<file path="config.mk">
export PLATFORM = sky130hd
export DESIGN_NAME = input_vc_scheduler
export DESIGN_NICKNAME = d
export VERILOG_FILES = /design/src/rtl/input_vc_scheduler.sv
export SDC_FILE = /design/constraint.sdc
export NUM_CORES = 1
export LEC_CHECK = 0
export CORE_MARGIN = 3
export CORE_UTILIZATION = 37
export DETAILED_ROUTE_END_ITERATION = 6
export GPL_TIMING_DRIVEN = 0
export PLACE_DENSITY = 0.65
export SLEW_MARGIN = 20
export SYNTH_ARGS = -nofsm -noshare
export SYNTH_HDL_FRONTEND = slang
export SYNTH_SLANG_ARGS = --single-unit
</file>
<file path="constraint.sdc">
create_clock -name clk -period 3.3 [get_ports clk]
set_input_delay 0.66 -clock clk [delete_from_list [all_inputs] [get_ports clk]]
set_output_delay 0.66 -clock clk [all_outputs]
set_load 0.005 [all_outputs]
</file>
<file path="src/rtl/input_vc_scheduler.sv">
// input_vc_scheduler: per-VC packet FSM, downstream VC bookkeeping and round-robin SA nomination.
// Define INPUT_VC_SCHED_LOCK_EN for packet-granular scheduling (a VC keeps the port from first grant to tail).
module input_vc_scheduler #(
    parameter int VC_NUM  = 4,
    parameter int VC_SIZE = 2
) (
    input  logic                           clk,
    input  logic                           rst,
    input  logic [VC_NUM-1:0]              vc_request_i,
    input  logic [VC_NUM-1:0]              is_empty_i,
    input  logic [VC_NUM-1:0]              vc_valid_i,
    input  logic [VC_NUM-1:0][VC_SIZE-1:0] vc_new_i,
    input  logic [VC_NUM-1:0]              ds_ready_i,
    input  logic [VC_NUM-1:0]              tail_i,
    input  logic                           sa_grant_i,
    output logic                           sa_request_o,
    output logic [VC_SIZE-1:0]             sa_vc_o,
    output logic                           valid_sel_o,
    output logic [VC_SIZE-1:0]             vc_sel_o,
    output logic [VC_SIZE-1:0]             vc_out_o,
    output logic [VC_NUM-1:0]              vc_active_o
);
    localparam logic [1:0] IDLE = 2'd0, WAIT_VA = 2'd1, ACTIVE = 2'd2;
    logic [1:0]         r_state [VC_NUM];
    logic [1:0]         w_next  [VC_NUM];
    logic [VC_SIZE-1:0] r_ds_vc [VC_NUM];
    logic [VC_SIZE-1:0] r_rr_ptr, r_vc_sel, r_vc_out, w_rr_next;
    logic               r_valid_sel, w_take, w_tail;
    logic [VC_NUM-1:0]  w_elig;
    logic [VC_SIZE:0]   w_idx;
`ifdef INPUT_VC_SCHED_LOCK_EN
    logic               r_lock;
    logic [VC_SIZE-1:0] r_lock_vc;
`endif

    assign w_take      = sa_grant_i & sa_request_o;
    assign w_tail      = tail_i[sa_vc_o];
    assign w_rr_next   = (sa_vc_o == VC_SIZE'(VC_NUM - 1)) ? '0 : sa_vc_o + 1'b1;
    assign valid_sel_o = r_valid_sel;
    assign vc_sel_o    = r_vc_sel;
    assign vc_out_o    = r_vc_out;

    always_ff @(posedge clk) begin
        for (int v = 0; v < VC_NUM; v++) begin
            if (!rst) begin
                r_state[v] <= IDLE;
                r_ds_vc[v] <= '0;
            end else begin
                r_state[v] <= w_next[v];
                if (r_state[v] == WAIT_VA && vc_valid_i[v]) r_ds_vc[v] <= vc_new_i[v];
            end
        end
    end

    always_comb begin
        for (int v = 0; v < VC_NUM; v++) begin
            w_next[v] = (r_state[v] == IDLE)    ? ((vc_request_i[v] & ~is_empty_i[v]) ? WAIT_VA : IDLE) :
                        (r_state[v] == WAIT_VA) ? (vc_valid_i[v] ? ACTIVE : WAIT_VA) :
                        (w_take && w_tail && sa_vc_o == VC_SIZE'(v)) ? IDLE : r_state[v];
        end
    end

    // A VC read last cycle is masked because its is_empty_i has not caught up yet.
    always_comb begin
        sa_request_o = 1'b0;
        sa_vc_o      = '0;
        w_idx        = '0;
        w_elig       = '0;
        vc_active_o  = '0;
        for (int v = 0; v < VC_NUM; v++) begin
            vc_active_o[v] = r_state[v] == ACTIVE;
            w_elig[v] = (r_state[v] == ACTIVE) & ~is_empty_i[v] & ds_ready_i[v]
                      & ~(r_valid_sel & (r_vc_sel == VC_SIZE'(v)))
`ifdef INPUT_VC_SCHED_LOCK_EN
                      & (~r_lock | (r_lock_vc == VC_SIZE'(v)))
`endif
                      ;
        end
        for (int i = 0; i < VC_NUM; i++) begin
            w_idx = {1'b0, r_rr_ptr} + (VC_SIZE+1)'(i);
            w_idx = (w_idx >= (VC_SIZE+1)'(VC_NUM)) ? w_idx - (VC_SIZE+1)'(VC_NUM) : w_idx;
            if (!sa_request_o && w_elig[w_idx[VC_SIZE-1:0]]) begin
                sa_request_o = 1'b1;
                sa_vc_o      = w_idx[VC_SIZE-1:0];
            end
        end
    end

    always_ff @(posedge clk) begin
        if (!rst) begin
            r_rr_ptr    <= '0;
            r_valid_sel <= 1'b0;
            r_vc_sel    <= '0;
            r_vc_out    <= '0;
`ifdef INPUT_VC_SCHED_LOCK_EN
            r_lock      <= 1'b0;
            r_lock_vc   <= '0;
`endif
        end else begin
            r_valid_sel <= w_take;
            r_vc_sel    <= w_take ? sa_vc_o : '0;
            r_vc_out    <= w_take ? r_ds_vc[sa_vc_o] : '0;
`ifdef INPUT_VC_SCHED_LOCK_EN
            if (w_take) begin
                r_lock    <= ~w_tail;
                r_lock_vc <= sa_vc_o;
                if (w_tail) r_rr_ptr <= w_rr_next;
            end
`else
            if (w_take) r_rr_ptr <= w_rr_next;
`endif
        end
    end
endmodule

</file>
==> impl_metrics.py, run 1 <==
metrics = {
    "outcome": {
        "run_status": "completed",
    },
    "flow_run": {
        "cap_viol_max_count": 0,
    },
    "placement": {
        "place.port_buffers": 42,
        "gpl.final_weighted_congestion": 0.777,
        "dp_worst_setup_slack_ns": -0.136,
        "place_hpwl_um": 2720,
    },
    "synthesis": {
        "yosys-top-cells-count": "15 x sky130_fd_sc_hd__dfxtp_1, 15 x sky130_fd_sc_hd__nand2_1, 11 x sky130_fd_sc_hd__nor2_1",
        "syn_area_um2": 1360,
        "synth_nets": 180,
        "synth_top_area_share_pct": 22.1,
        "ys.warnings.count": 0,
        "synth_edf_count": 8,
        "synth-seq-cells": 23,
        "synth.lib_cells_used.distinct": 41,
        "asyncSetResetFlopFracSynth_pct": 0,
        "top_ff_cell_synth": "sky130_fd_sc_hd__dfxtp_1",
        "syn-mean-instance-area_um2": 9.36,
        "synth_top_cell_by_area": "sky130_fd_sc_hd__dfxtp_1",
        "yosysSeqAreaShare_pct": 39.8,
        "postSynthCellCount": 145,
        "ys_top_cells_by_area": "sky130_fd_sc_hd__dfxtp_1 22%, sky130_fd_sc_hd__edfxtp_1 18%, sky130_fd_sc_hd__and3_1 4.6%",
    },
    "worst_setup_path": {
        "most_frequent_cp_cell": "sky130_fd_sc_hd__clkdlybuf4s50_1",
        "path_class": "primary input to output pin",
        "critPathRequiredTime_ns": 2.64,
        "crit_path_cell_trace": "clkdlybuf4s50_1 -> nand4bb_1 -> or2_4 -> o21ai_1 -> o211a_4 -> clkdlybuf4s50_1",
        "start_kind": "primary input",
        "maximum_net_fanout_on_the_critical_path": 3,
        "crit_path_end_kind": "output pin",
        "critical_path.max_stage_delay_ns": 0.49,
        "family_with_the_most_delay_on_the_worst_path": "buffers and inverters",
        "worst_path_max_delay_cell": "sky130_fd_sc_hd__clkdlybuf4s50_1",
        "cp_data_arrival_time_ns": 2.54,
        "worst-path-buf-inv": 2,
    },
    "clock_network": {
        "clock_insertion_delay_worst_skew_ns": 0.27,
        "cts_inserted_buffers": 3,
        "path_clk_slew_ns": 0.08,
        "htree_levels": 1,
        "cts_tree": "yes",
        "cts.sinks": 23,
        "deepest_clock_path_buffer_count": 2,
        "cts-hold-fix-buffers": 0,
        "cts_root_buf": "sky130_fd_sc_hd__clkbuf_8",
    },
    "pwr": {
        "internal_power_uw": 457,
        "power_per_cell_area_nw_per_um2": 315,
        "power.leakage_nw": 0.766,
        "share_seq_of_total_power_pct": 52.1,
        "total_switching_power_uw": 152,
        "vdd.ir_drop.worst_mv": 0.161,
        "power.share.switching_pct": 24.9,
        "comb_power_share_pct": 18.2,
        "total_power_uw": 609,
        "power_frac_clock_pct": 29.7,
    },
    "timing": {
        "worst_hold_slack_ns": 0.578,
        "setup_viol": 0,
        "tightest_slew_ns": 0.475,
        "final_period_utilization_pct": 97.0,
        "worst_slack_ns": 0.0995,
        "setup_total_negative_slack_ns": 0,
        "min_period_ns": 3.20,
        "maxSlewViolCount": 0,
        "worst_clock_skew_ns": 0.00731,
        "clock.fmax_mhz": 312,
        "unrepaired_setup_endpoints_after_global_routing": "false",
        "hold_viol": 0,
        "slew-limit-headroom_pct": 68.3,
    },
    "finish": {
        "num_antenna_cells": 0,
        "filler_cell_count": 317,
        "layout_cell_share_with_drive_strength_beyond_1_pct": 11.3,
        "area_growth_syn_to_layout_pct": 42.2,
        "multiInputGateArea_um2": 807,
        "finish.net_count": 230,
        "utilization_pct": 56.1,
        "seqCellArea_um2": 541,
    },
    "routing": {
        "vias": 1240,
        "drtIter0Drc": 41,
        "post_route_drc": 0,
        "vias_per_cell": 5.17,
        "final_antenna_net_count": 0,
        "detail_route.first_pass.iterations": 4,
        "routed_wl_um": 3460,
        "wl_per_cell_um": 14.4,
    },
    "global_route": {
        "antenna_found_initial": 0,
        "global_routing_usage_on_met2_pct": 27.7,
        "largest_net_degree_at_the_start_of_global_routing": 14,
        "use_met3_pct": 2.19,
        "grt_most_used_layer": "met2",
        "grt_first_pass_wirelength_um": 5310,
        "gr-total-overflow": 0,
        "grt_pass1_vias": 1173,
        "groute.layer.met1.usage_pct": 20.4,
        "grt_usage_pct": 15.9,
    },
    "floorplan": {
        "floorplan.die_area_um2": 4430,
        "die_w_um": 66.6,
        "floorplan.io_pins": 43,
        "core_um2": 3440,
        "chipHeight_um": 66.6,
        "initial_utilization_pct": 39.4,
        "rows": 21,
    },
    "hold_path": {
        "worst_min_path_class": "flop to flop",
    },
}
[timing repair]
action | 4_1_cts | 5_1_grt
pin swaps | 2 | 1
gates resized for setup | 1 | 4
setup buffers | 1 | 2
endpoints found under the setup margin | 2 | 2
[power groups by stage]
stage / Sequential [mW] / Clock, mW / Combinational, mW
floorplan: 0.320 / 0 / 0.0498
global placement: 0.323 / 0 / 0.104
detailed placement: 0.323 / 0 / 0.107
CTS: 0.317 / 0.181 / 0.108
global route: 0.320 / 0.187 / 0.121
finish: 0.317 / 0.181 / 0.111
[cells by family after synthesis]
logic type                 Yosys count  synth area share [%]
AOI/OAI and AO/OA                   31                  17.0
adders and majority gates            4                  3.69
buffers and inverters                8                  2.67
DFF                                 23                  39.8
muxes                                6                  4.79
and+or+nand+nor                     73                  32.1
[final cells by class]
class,count,share of cell area (%)
Tap cell,46,2.98
Clock buffer,3,2.14
Clock inverter,1,0.259
Timing Repair Buffer,45,22.9
Multi-Input combinational cell,114,41.8
Buffer,4,0.843
Sequential cell,23,28.0
Inverter,4,1.04
[worst reg2reg max path, cell delays in order (launching register included)]
cell and delay (ns):
sky130_fd_sc_hd__dfxtp_1 0.49, sky130_fd_sc_hd__nand4bb_4 0.15, sky130_fd_sc_hd__or2_1 0.27, sky130_fd_sc_hd__mux2_4 0.27, sky130_fd_sc_hd__o211a_4 0.23, sky130_fd_sc_hd__buf_4 0.17, sky130_fd_sc_hd__clkinv_4 0.07, sky130_fd_sc_hd__nand2_2 0.04
sky130_fd_sc_hd__o22a_1 0.28, sky130_fd_sc_hd__a41o_1 0.27
[metal layers]
layer / wire [um] / vias to the layer above
met4: 47 / 0
met2: 1690 / 31
met1: 1590 / 567
li1: - / 636
met3: 131 / 6
met5: 0 / -
[sequential cells by signal, summed over array words and instances (netlist names)]
register,flops
r_ds_vc,8
r_rr_ptr,2
r_state,8
valid_sel_o,1
vc_out_o,2
vc_sel_o,2
[placed cells by master (no fill, tap or decap), types with 2 or more instances in the layout]
cell,instances
sky130_fd_sc_hd__a211oi_1,2
sky130_fd_sc_hd__a21oi_1,5
sky130_fd_sc_hd__a41o_1,4
sky130_fd_sc_hd__a41oi_1,4
sky130_fd_sc_hd__and3_1,10
sky130_fd_sc_hd__buf_4,3
sky130_fd_sc_hd__clkbuf_1,3
sky130_fd_sc_hd__clkbuf_8,3
sky130_fd_sc_hd__clkdlybuf4s50_1,42
sky130_fd_sc_hd__dfxtp_1,15
sky130_fd_sc_hd__edfxtp_1,8
sky130_fd_sc_hd__ha_1,4
sky130_fd_sc_hd__inv_1,2
sky130_fd_sc_hd__mux2i_1,5
sky130_fd_sc_hd__nand2_1,15
sky130_fd_sc_hd__nand2b_1,5
sky130_fd_sc_hd__nand4b_1,5
sky130_fd_sc_hd__nor2_1,11
sky130_fd_sc_hd__nor2b_1,9
sky130_fd_sc_hd__o21ai_0,8
sky130_fd_sc_hd__o21ai_1,2
sky130_fd_sc_hd__or2_2,4
[per-stage QoR]
stage	std cells	area, um^2
floorplan	145	1360
global placement	233	1840
detailed placement	233	1840
CTS	238	1890
global route	240	1930
finish	240	1930
[path summary, 6_finish.rpt]
path                               startpoint       endpoint  slack (ns)  cells past startpoint
worst max-delay path            is_empty_i[1]     sa_vc_o[0]         0.1                      6
worst min-delay path            r_state[3][0]  r_state[3][0]        0.58                      1
worst max register to register  r_state[0][1]  r_state[1][0]        0.97                      9
worst min register to register  r_state[3][0]  r_state[3][0]        0.58                      1
Power figures use the tool's default switching activity.
==> run 2, diff against run 1 <==
--- a/config.mk
+++ b/config.mk
@@ -5,6 +5,7 @@
 export SDC_FILE = /design/constraint.sdc
 export NUM_CORES = 1
 export LEC_CHECK = 0
+export ABC_AREA = 1
 export CORE_MARGIN = 3
 export CORE_UTILIZATION = 37
 export DETAILED_ROUTE_END_ITERATION = 6
==> constraint.sdc (replaced) <==
create_clock -name clk -period 2.94 [get_ports clk]
set_input_delay 0.588 -clock clk [delete_from_list [all_inputs] [get_ports clk]]
set_output_delay 0.588 -clock clk [all_outputs]
set_load 0.005 [all_outputs]
==> run 2 against run 1 <==
  * Power grew to 2.7 times the previous value
  * Clock power increased by 13%
  * Critical path depth is 2 higher
  * Wire length is 11% higher
  * Final cell count rose by 36%
  * Sequential power is 34% higher
  * Combinational power rose to 9.2 times the previous value
  * Sequential cell count is the same
  * Setup slack better by 0.0016 ns
  * Cell area increased by 18%
  * Sequential share of layout area decreased by 4.2 points
  * Global-route usage shrank 0.47 points
  * Largest cell class unchanged
==> impl_metrics.py, run 2 <==
metrics = {
    "synthesis": {
        "ys.warnings.count": 0,
        "ys_top_cells_by_area": "sky130_fd_sc_hd__dfxtp_1 18%, sky130_fd_sc_hd__edfxtp_1 15%, sky130_fd_sc_hd__nand3_1 9.5%",
        "synth_top_area_share_pct": 18.4,
        "top_ff_cell_synth": "sky130_fd_sc_hd__dfxtp_1",
        "syn-mean-instance-area_um2": 7.29,
        "syn_area_um2": 1630,
        "synth.lib_cells_used.distinct": 24,
        "asyncSetResetFlopFracSynth_pct": 0,
        "yosys-top-cells-count": "39 x sky130_fd_sc_hd__nand2_1, 31 x sky130_fd_sc_hd__nand3_1, 29 x sky130_fd_sc_hd__inv_1",
        "synth-seq-cells": 23,
        "synth_nets": 259,
        "postSynthCellCount": 224,
        "synth_edf_count": 8,
        "synth_top_cell_by_area": "sky130_fd_sc_hd__dfxtp_1",
        "synthMostInstantiatedCell": "sky130_fd_sc_hd__nand2_1",
        "yosysSeqAreaShare_pct": 33.1,
    },
    "clock_network": {
        "htree_levels": 1,
        "cts_inserted_buffers": 3,
        "cts-hold-fix-buffers": 0,
        "path_clk_slew_ns": 0.08,
        "deepest_clock_path_buffer_count": 2,
        "clock_insertion_delay_worst_skew_ns": 0.27,
        "cts_tree": "yes",
        "cts.sinks": 23,
        "cts_root_buf": "sky130_fd_sc_hd__clkbuf_8",
    },
    "hold_path": {
        "holdCritStartpoint": "r_state[2][1]",
        "worst_min_path_class": "flop to flop",
    },
    "floorplan": {
        "rows": 23,
        "floorplan.io_pins": 43,
        "floorplan.die_area_um2": 5250,
        "chipHeight_um": 72.4,
        "die_w_um": 72.4,
        "core_um2": 4120,
        "initial_utilization_pct": 39.7,
    },
    "routing": {
        "vias": 1625,
        "detail_route.first_pass.iterations": 4,
        "routed_wl_um": 3850,
        "drtIter0Drc": 76,
        "vias_per_cell": 4.98,
        "wl_per_cell_um": 11.8,
        "post_route_drc": 0,
        "final_antenna_net_count": 0,
    },
    "worst_setup_path": {
        "crit_path_cell_trace": "clkdlybuf4s50_1 -> nand2_2 -> nor2_4 -> nand3_1 -> nand3_1 -> nand2_4 -> nand4_4 -> clkdlybuf4s50_1",
        "critPathRequiredTime_ns": 2.35,
        "critPathLaunch": "ds_ready_i[0]",
        "path_class": "primary input to output pin",
        "critical_path.max_stage_delay_ns": 0.50,
        "worst_path_max_delay_cell": "sky130_fd_sc_hd__clkdlybuf4s50_1",
        "family_with_the_most_delay_on_the_worst_path": "buffers and inverters",
        "start_kind": "primary input",
        "maximum_net_fanout_on_the_critical_path": 6,
        "crit_path_end_kind": "output pin",
        "cp_data_arrival_time_ns": 2.25,
        "worst-path-buf-inv": 2,
        "r2r-start": "r_state[2][1]",
    },
    "finish": {
        "fin_area_um2": 2270,
        "mostFrequentLayoutCell": "sky130_fd_sc_hd__clkdlybuf4s50_1",
        "layout.cells.most_common_list": "40 x sky130_fd_sc_hd__clkdlybuf4s50_1, 35 x sky130_fd_sc_hd__nand2_1, 27 x sky130_fd_sc_hd__inv_1, 26 x sky130_fd_sc_hd__nand3_1, 21 x sky130_fd_sc_hd__nor2_1",
        "layout_top_registers": "r_ds_vc (8), r_state (8)",
        "area_growth_syn_to_layout_pct": 39.2,
        "num_antenna_cells": 0,
        "filler_cell_count": 391,
        "finish.net_count": 312,
        "layout_cell_share_with_drive_strength_beyond_1_pct": 22.1,
    },
    "timing": {
        "setup_viol": 0,
        "final_period_utilization_pct": 96.6,
        "setup_total_negative_slack_ns": 0,
        "unrepaired_setup_endpoints_after_global_routing": "false",
        "slew-limit-headroom_pct": 82.3,
        "tightest_slew_ns": 0.265,
        "worst_hold_slack_ns": 0.546,
        "worst_slack_ns": 0.101,
        "worst_clock_skew_ns": 0.00470,
        "min_period_ns": 2.84,
        "maxSlewViolCount": 0,
        "hold_viol": 0,
        "clock.fmax_mhz": 352,
    },
    "global_route": {
        "antenna_found_initial": 0,
        "grt_first_pass_wirelength_um": 6490,
        "grt_pass1_vias": 1488,
        "largest_net_degree_at_the_start_of_global_routing": 15,
        "grt_usage_pct": 15.4,
        "gr-total-overflow": 0,
    },
    "outcome": {
        "run_status": "completed",
    },
    "placement": {
        "gpl.final_weighted_congestion": 0.777,
        "dp_worst_setup_slack_ns": -0.330,
        "place_hpwl_um": 3000,
        "placed_cell_area_um2": 2120,
        "place.port_buffers": 42,
    },
    "pwr": {
        "power.leakage_nw": 0.977,
        "vdd.ir_drop.worst_mv": 0.258,
        "power_per_cell_area_nw_per_um2": 724,
    },
    "flow_run": {
        "cap_viol_max_count": 0,
    },
}
-- run 2: cells by family after synthesis --
logic type               Yosys count  share of synthesized area (%)
AND/OR/NAND/NOR                  130                           44.1
buffers and inverters             41                           10.1
AO/OA/AOI/OAI                     25                           8.58
flip-flops                        23                           33.1
adder cells (fa/ha/maj)            4                           3.07
XOR/XNOR                           1                          0.996
-- run 2: repair_timing --
action,CTS,global route
gates resized for setup,10,11
setup buffers,3,3
setup endpoints to repair,2,3
pin swaps,3,5
-- run 2: metal layers --
| layer | wire length [um] | vias to the layer above | GRT usage (%) |
|---|---|---|---|
| met5 | 0 | - | 0 |
| met4 | 27 | 0 | 3.69 |
| met3 | 186 | 4 | 3.32 |
| met2 | 1720 | 34 | 24.3 |
| met1 | 1910 | 737 | 21.6 |
| li1 | - | 850 | - |
-- run 2: final cells by class --
cell class	count	area [um^2]	area share [%]
clock inverters	1	7.51	0.330
well taps	50	62.6	2.75
multi-input cells	160	987	43.4
clock buffers	3	41.3	1.82
repair buffers	48	463	20.4
inverters	39	151	6.66
plain buffers	2	18.8	0.826
flip-flops and latches	23	541	23.8
-- run 2: path summary, 6_finish.rpt --
check                       end  slack, ns  cells after the start
setup / recovery   sa_request_o       0.10                      8
hold / removal    r_state[2][1]       0.55                      2
setup reg to reg  r_state[1][0]       0.68                     17
hold reg to reg   r_state[2][1]       0.55                      2
-- run 2: metrics by stage --
| step | std cells | utilization (%) | power [mW] |
|---|---|---|---|
| after floorplan | 224 | - | 1.05 |
| after global placement | 316 | 51.4 | 1.34 |
| after detailed placement | 316 | 51.4 | 1.34 |
| after CTS | 323 | 54.0 | 1.62 |
| after global routing | 326 | 55.2 | 1.78 |
| final | 326 | 55.2 | 1.65 |
-- run 2: tightest hold or removal path, delay by kind of cell, from the launching register on --
family	cells	cell delay, ns
simple gates	1	0.09
flops	1	0.37
compound gates	1	0.05
-- run 2: power breakdown --
group | switching, mW | total, mW | internal [mW]
combinational | 0.572 | 1.02 | 0.446
sequential | 0.0423 | 0.424 | 0.381
clock | 0.108 | 0.204 | 0.0961
==> run 3, diff against run 2 <==
--- a/config.mk
+++ b/config.mk
@@ -8,6 +8,7 @@
 export ABC_AREA = 1
 export CORE_MARGIN = 3
 export CORE_UTILIZATION = 37
+export CTS_CLUSTER_SIZE = 20
 export DETAILED_ROUTE_END_ITERATION = 6
 export GPL_TIMING_DRIVEN = 0
 export PLACE_DENSITY = 0.65
==> results of run 3 <==
The final DEF is identical to that of run 2; final timing and power are the same.
==> RTL change 1 (flow settings as in run 3) <==
Add a define of `INPUT_VC_SCHED_LOCK_EN`.
--- a/src/rtl/input_vc_scheduler.sv
+++ b/src/rtl/input_vc_scheduler.sv
@@ -1,4 +1,6 @@
 // input_vc_scheduler: per-VC packet FSM, downstream VC bookkeeping and round-robin SA nomination.
 // Define INPUT_VC_SCHED_LOCK_EN for packet-granular scheduling (a VC keeps the port from first grant to tail).
+`define INPUT_VC_SCHED_LOCK_EN
+
 module input_vc_scheduler #(
     parameter int VC_NUM  = 4,
Function: changed (Yosys sat finds a counterexample within 4 cycles, from zero or initial values and one cycle with rst low).
==> RTL change 1 against run 3 <==
  * Final area rose by 5.1%
  * Core utilization is 1.5 points lower
  * Power increased by 34%
  * Setup slack improved by 18 ps
  * Sequential power increased by 12%
  * Synthesized area increased by 6.2%
  * Maximum frequency rose by 0.63%
  * Wire length up 6.1%
  * Sequential cell count rose by 3
  * Via count grew 4.4%
  * Critical endpoint is now sa_vc_o[1]
  * Largest cell class unchanged
==> RTL change 1: results (changes against run 3) <==
The run finished with clean final reports. Met1 demand-to-capacity share in global routing: 0.188 (-0.0282). The tools report the worst clock skew as 8.12 ps (+3.43 ps). After synthesis, the most frequently instantiated cells are sky130_fd_sc_hd__nand2_1, sky130_fd_sc_hd__inv_1, sky130_fd_sc_hd__nand3_1, sky130_fd_sc_hd__nor2_1.

The adder-cell share of the synthesized area is 0.0289 (-0.00179), and the total global-route track usage is 0.146 (-0.00835). The share of layout cells above drive strength 1 was 0.233 (+0.0116). The tools report the worst voltage drop across the vdd grid as 0.364 mV (+41%). In the post-synthesis netlist, the biggest area contributors are sky130_fd_sc_hd__dfxtp_1, sky130_fd_sc_hd__edfxtp_1, sky130_fd_sc_hd__nand2_1.

The sequential portion of the cell area is 0.251 (+0.0136). The overall routed net length was 4080 um (+6.1%); the initial antenna violation count was 0 (unchanged). The global-route met2 utilization came out at 0.250 (+0.00709).

The amount of wire on met2 after detailed routing came out at 2040 um (+18%). The number of placed instances with taps included is 328 (+3.8%), and the distinct cell type count of the synthesized netlist is 31 (+29%). The count of buffers from port buffering was 41 (-2.4%).

For the post-cts gate resize count, the log shows 12 (+2). The dominant delay contributor by cell family on the critical path was simple AND/OR/NAND/NOR gates. The synthesized-area fraction occupied by ao, oa, aoi and oai cells is 0.0988 (+0.0130). The count of inverters not on the clock network in the layout is 40 (+2.6%).

The data arrival time of the critical path was 2230 ps (-20 ps). The proportion of cell area spent on the clock network was 0.0189 (-0.00262); the number of stages on the worst hold path was 2 (unchanged). The largest registers in the layout are r_ds_vc (8), r_state (8). The HPWL reported at the end of detailed placement came out at 3040 um (+1.3%). The met3 track demand over resource in global routing came out at 0.0176 (-0.0157). The first-pass GRT wire length is 6400 um (-1.4%), and the largest fanout of any net on the critical path is 5 (-1). The via density per instance was 4.99 (about the same); the number of tap cells inserted was 52 (+4.0%).

For the buffer count from post-CTS setup fixing, the log shows 5 (+2). The area share of buffers outside the clock network works out to 0.202 (-0.00980). For the final estimated routing congestion in global placement, the log shows 0.771 (-0.70%). For the total of clock buffers placed in the layout, the log shows 4 (+1). The run gives 324 (+3.8%) as the total number of nets in the final design.

Top routing layer in use: met4. The run gives 1.01 nW (+3.8%) as the static power due to leakage. The iteration-0 DRC count of the detailed router is 58 (-24%), and the detailed route wirelength on metal3 is 135 um (-27%). The post-placement worst setup slack was -504 ps (-174 ps); the synthesized netlist cell count was 235 (+4.9%). The share of the yosys chip area belonging to registers came out at 0.346 (+0.0153). The met1 wire length was 1830 um (-4.1%). For the instance area after placement, the log shows 0.00221 mm2 (+4.4%).

The number of buffers outside the clock class in the layout works out to 52 (+4.0%). The peak per-stage delay on the critical path came out at 450 ps (-50 ps). The actual slew at the worst max-slew pin was 484 ps (+220 ps); the number of global-route vias before repair was 1502 (+0.94%).

The multi-input combinational gate total is 166 (+3.8%). The tools report the non-filler instance count after layout as 340 (+4.3%). The net count of the mapped netlist is 270 (+4.2%), and the multi-input logic area is 0.00104 mm2 (+5.5%).

For the area of all placed cells without fillers, the log shows 0.00239 mm2 (+5.1%).
RTL change 1: cell count changes after synthesis, sizes merged, moves of 2 or more:
| cell | before | now |
|---|---|---|
| nand3 | 41 | 32 |
| o211ai | 0 | 3 |
| dfxtp | 15 | 18 |
| a31o | 0 | 2 |
| nand4 | 13 | 19 |
| nand2 | 48 | 52 |
| o21bai | 2 | 0 |
| or2 | 0 | 2 |
RTL change 1: power by group:
group	switching [mW]	internal (mW)
logic	0.888	0.639
registers	0.0476	0.425
clock network	0.105	0.0966
RTL change 1: worst paths after layout:
kind,endpoint,start,slack (ps)
worst max register to register,r_state[1][0]$_SDFFE_PN0P_,r_state[2][1]$_SDFFE_PP0P_,480
worst min-delay path,r_state[3][1]$_SDFFE_PP0P_,r_state[3][1]$_SDFFE_PP0P_,530
worst min register to register,r_state[3][1]$_SDFFE_PP0P_,r_state[3][1]$_SDFFE_PP0P_,530
worst max-delay path,sa_vc_o[1],is_empty_i[0],120
==> RTL change 2 (flow settings as in run 3) <==
Made on the original files. Make the reset (`rst`) asynchronous in one clocked block.
--- a/src/rtl/input_vc_scheduler.sv
+++ b/src/rtl/input_vc_scheduler.sv
@@ -87,5 +87,5 @@
     end
 
-    always_ff @(posedge clk) begin
+    always_ff @(posedge clk or negedge rst) begin
         if (!rst) begin
             r_rr_ptr    <= '0;
Formal check against the unedited RTL: differs if rst is asserted again (counterexample within 4 cycles, from zero or initial values and one cycle with rst low); with rst held inactive, the same outputs for 10 cycles.
==> RTL change 2 against run 3 <==
  * Critical path depth up 5
  * Maximum frequency is 2.0% higher
  * Clock skew is 0.75 ps lower
  * Final area rose by 1.4%
  * Global-route usage shrank 0.46 points
  * Wire length is 2.0% lower
  * Power up 43%
  * Sequential cell count stayed put
  * Synthesized area rose by 4.1%
  * Sequential power is 5.9% higher
  * Setup slack gained 56 ps
==> RTL change 2: results (changes against run 3) <==
The logs give 6400 um (-1.5%) for the first-pass GRT wire length and 1477 (-0.74%) for the number of global-route vias before repair. The non-filler instance count after layout is 320 (-1.8%). The area share of xor/xnor cells in the synthesized design is 0.00957 (-0.000389).

For the static power due to leakage, the log shows 1.02 nW (+4.0%). The total number of nets in the final design came out at 304 (-2.6%). The tools report the number of placed instances with taps included as 313 (-0.95%). The mean instance size in the synthesized netlist was 7.76 um2 (+6.4%); the total global-route track usage was 0.150 (-0.00455). The run finished with clean final reports. The path depth of the worst reg2reg path is 16 (-1), and the worst voltage drop across the vdd grid is 0.475 mV (+84%).

The relative slew slack is 0.662 (-0.161), and the multi-input logic area is 996 um2 (+0.89%). The synthesized-area fraction occupied by ao, oa, aoi and oai cells is 0.0795 (-0.00630), and the post-placement worst setup slack is -534 ps (-204 ps). The tools report the data arrival time of the critical path as 2200 ps (-50 ps). The logs give 13 (-2) for the pin count of the biggest net entering global routing and 4 (unchanged) for the iteration count of the initial detailed-routing pass.

Yosys attributes the largest share of cell area to sky130_fd_sc_hd__edfxtp_1, sky130_fd_sc_hd__dfrtp_1, sky130_fd_sc_hd__dfxtp_1. Final estimated routing congestion in global placement: 0.798 (+2.8%). The run gives 60 (-21%) as the iteration-0 DRC count of the detailed router. The run gives 441 (+13%) as the number of filler cells placed in the layout.

Core area: 0.00438 mm2 (+6.5%). For the TritonCTS buffer count, the log shows 3 (unchanged). Among all cell types in the netlist, the one instantiated most often is sky130_fd_sc_hd__inv_1.

The share of the yosys chip area belonging to registers is 0.339 (+0.00770), and the via density per instance is 4.85 (-2.7%). The count of buffers from port buffering came out at 42 (unchanged). By count the netlist is led by sky130_fd_sc_hd__inv_1, sky130_fd_sc_hd__nand2_1, sky130_fd_sc_hd__nand3_1, sky130_fd_sc_hd__nor2_1, sky130_fd_sc_hd__nand3_2. The design internal power was 1.19 mW (+29%); the adder-cell share of the synthesized area was 0.0295 (-0.00120).

The overall routed net length was 3770 um (-2.0%); the worst clock skew was 3.94 ps (-0.753 ps). The instance area after placement is 0.00218 mm2 (+3.3%), and the share of synthesized flip-flops with an asynchronous set or reset is 0.304 (+0.304). The net count of the mapped netlist is 254 (-1.9%), and the number of stages on the worst hold path is 2 (unchanged). The run gives 26 (+8.3%) as the distinct cell type count of the synthesized netlist.

The share of layout cells above drive strength 1 came out at 0.235 (+0.0141).
==> RTL change 2: logic make-up after synthesis <==
kind of cell	Yosys count
AOI/OAI and AO/OA	24
xor gates and xnor gates	1
adders and majority gates	4
buffers and inverters	40
DFF	23
and+or+nand+nor	127
==> RTL change 2: critical path, cell delays in order <==
cell	delay (ps)
sky130_fd_sc_hd__clkdlybuf4s50_1	470
sky130_fd_sc_hd__inv_1	40
sky130_fd_sc_hd__nor2_1	110
sky130_fd_sc_hd__nand3_2	90
sky130_fd_sc_hd__nand2_2	80
sky130_fd_sc_hd__nand2_2	80
sky130_fd_sc_hd__nand2_2	80
sky130_fd_sc_hd__nand2_4	90
sky130_fd_sc_hd__nand3b_1	110
sky130_fd_sc_hd__nand2_1	60
sky130_fd_sc_hd__nor2_1	200
sky130_fd_sc_hd__nor2_4	50
sky130_fd_sc_hd__dlymetal6s2s_1	150
==> RTL change 2: layer usage <==
metal | up-vias | part of all wire | GRT usage
met1 | 683 | 0.47 | 0.198
met4 | 0 | 0.014 | 0.0483
met5 | - | 0 | 0
met2 | 38 | 0.47 | 0.257
li1 | 825 | - | -
met3 | 6 | 0.045 | 0.0109
==> RTL change 2: path summary, 6_finish.rpt <==
kind / from / to / slack [ps]
hold / removal: r_state[2][1]$_SDFFE_PP0P_ / r_state[2][1]$_SDFFE_PP0P_ / 520
max in group asynchronous: rst / vc_out_o[1]$_DFF_PN0_ / 1940
setup reg to reg: r_rr_ptr[0]$_DFFE_PN0P_ / r_state[0][0]$_SDFFE_PN0P_ / 700
hold reg to reg: r_state[2][1]$_SDFFE_PP0P_ / r_state[2][1]$_SDFFE_PP0P_ / 520
setup / recovery: ds_ready_i[3] / sa_vc_o[1] / 160
min in group asynchronous: rst / vc_sel_o[0]$_DFF_PN0_ / 660
==> RTL change 2: cell type report <==
cell class,count,area share
Buffer,2,0.00978
Clock buffer,4,0.0196
Inverter,38,0.0646
Multi-Input combinational cell,156,0.432
Sequential cell,23,0.250
Tap cell,52,0.0282
Timing Repair Buffer,45,0.196
==> RTL change 2: repair_timing <==
action,in CTS,in global routing
resized for setup,11,3
buffers inserted,3,0
setup endpoints to repair,3,3
pin swaps,2,0
==> RTL change 2: power by group through the flow <==
| stage | Combinational (mW) | Clock, mW | Sequential, mW |
|---|---|---|---|
| CTS | 1.75 | 0.199 | 0.449 |
| finish | 1.71 | 0.193 | 0.449 |
| global placement | 1.58 | 0 | 0.455 |
| floorplan | 1.18 | 0 | 0.447 |
| detailed placement | 1.61 | 0 | 0.454 |
| global route | 1.91 | 0.209 | 0.458 |
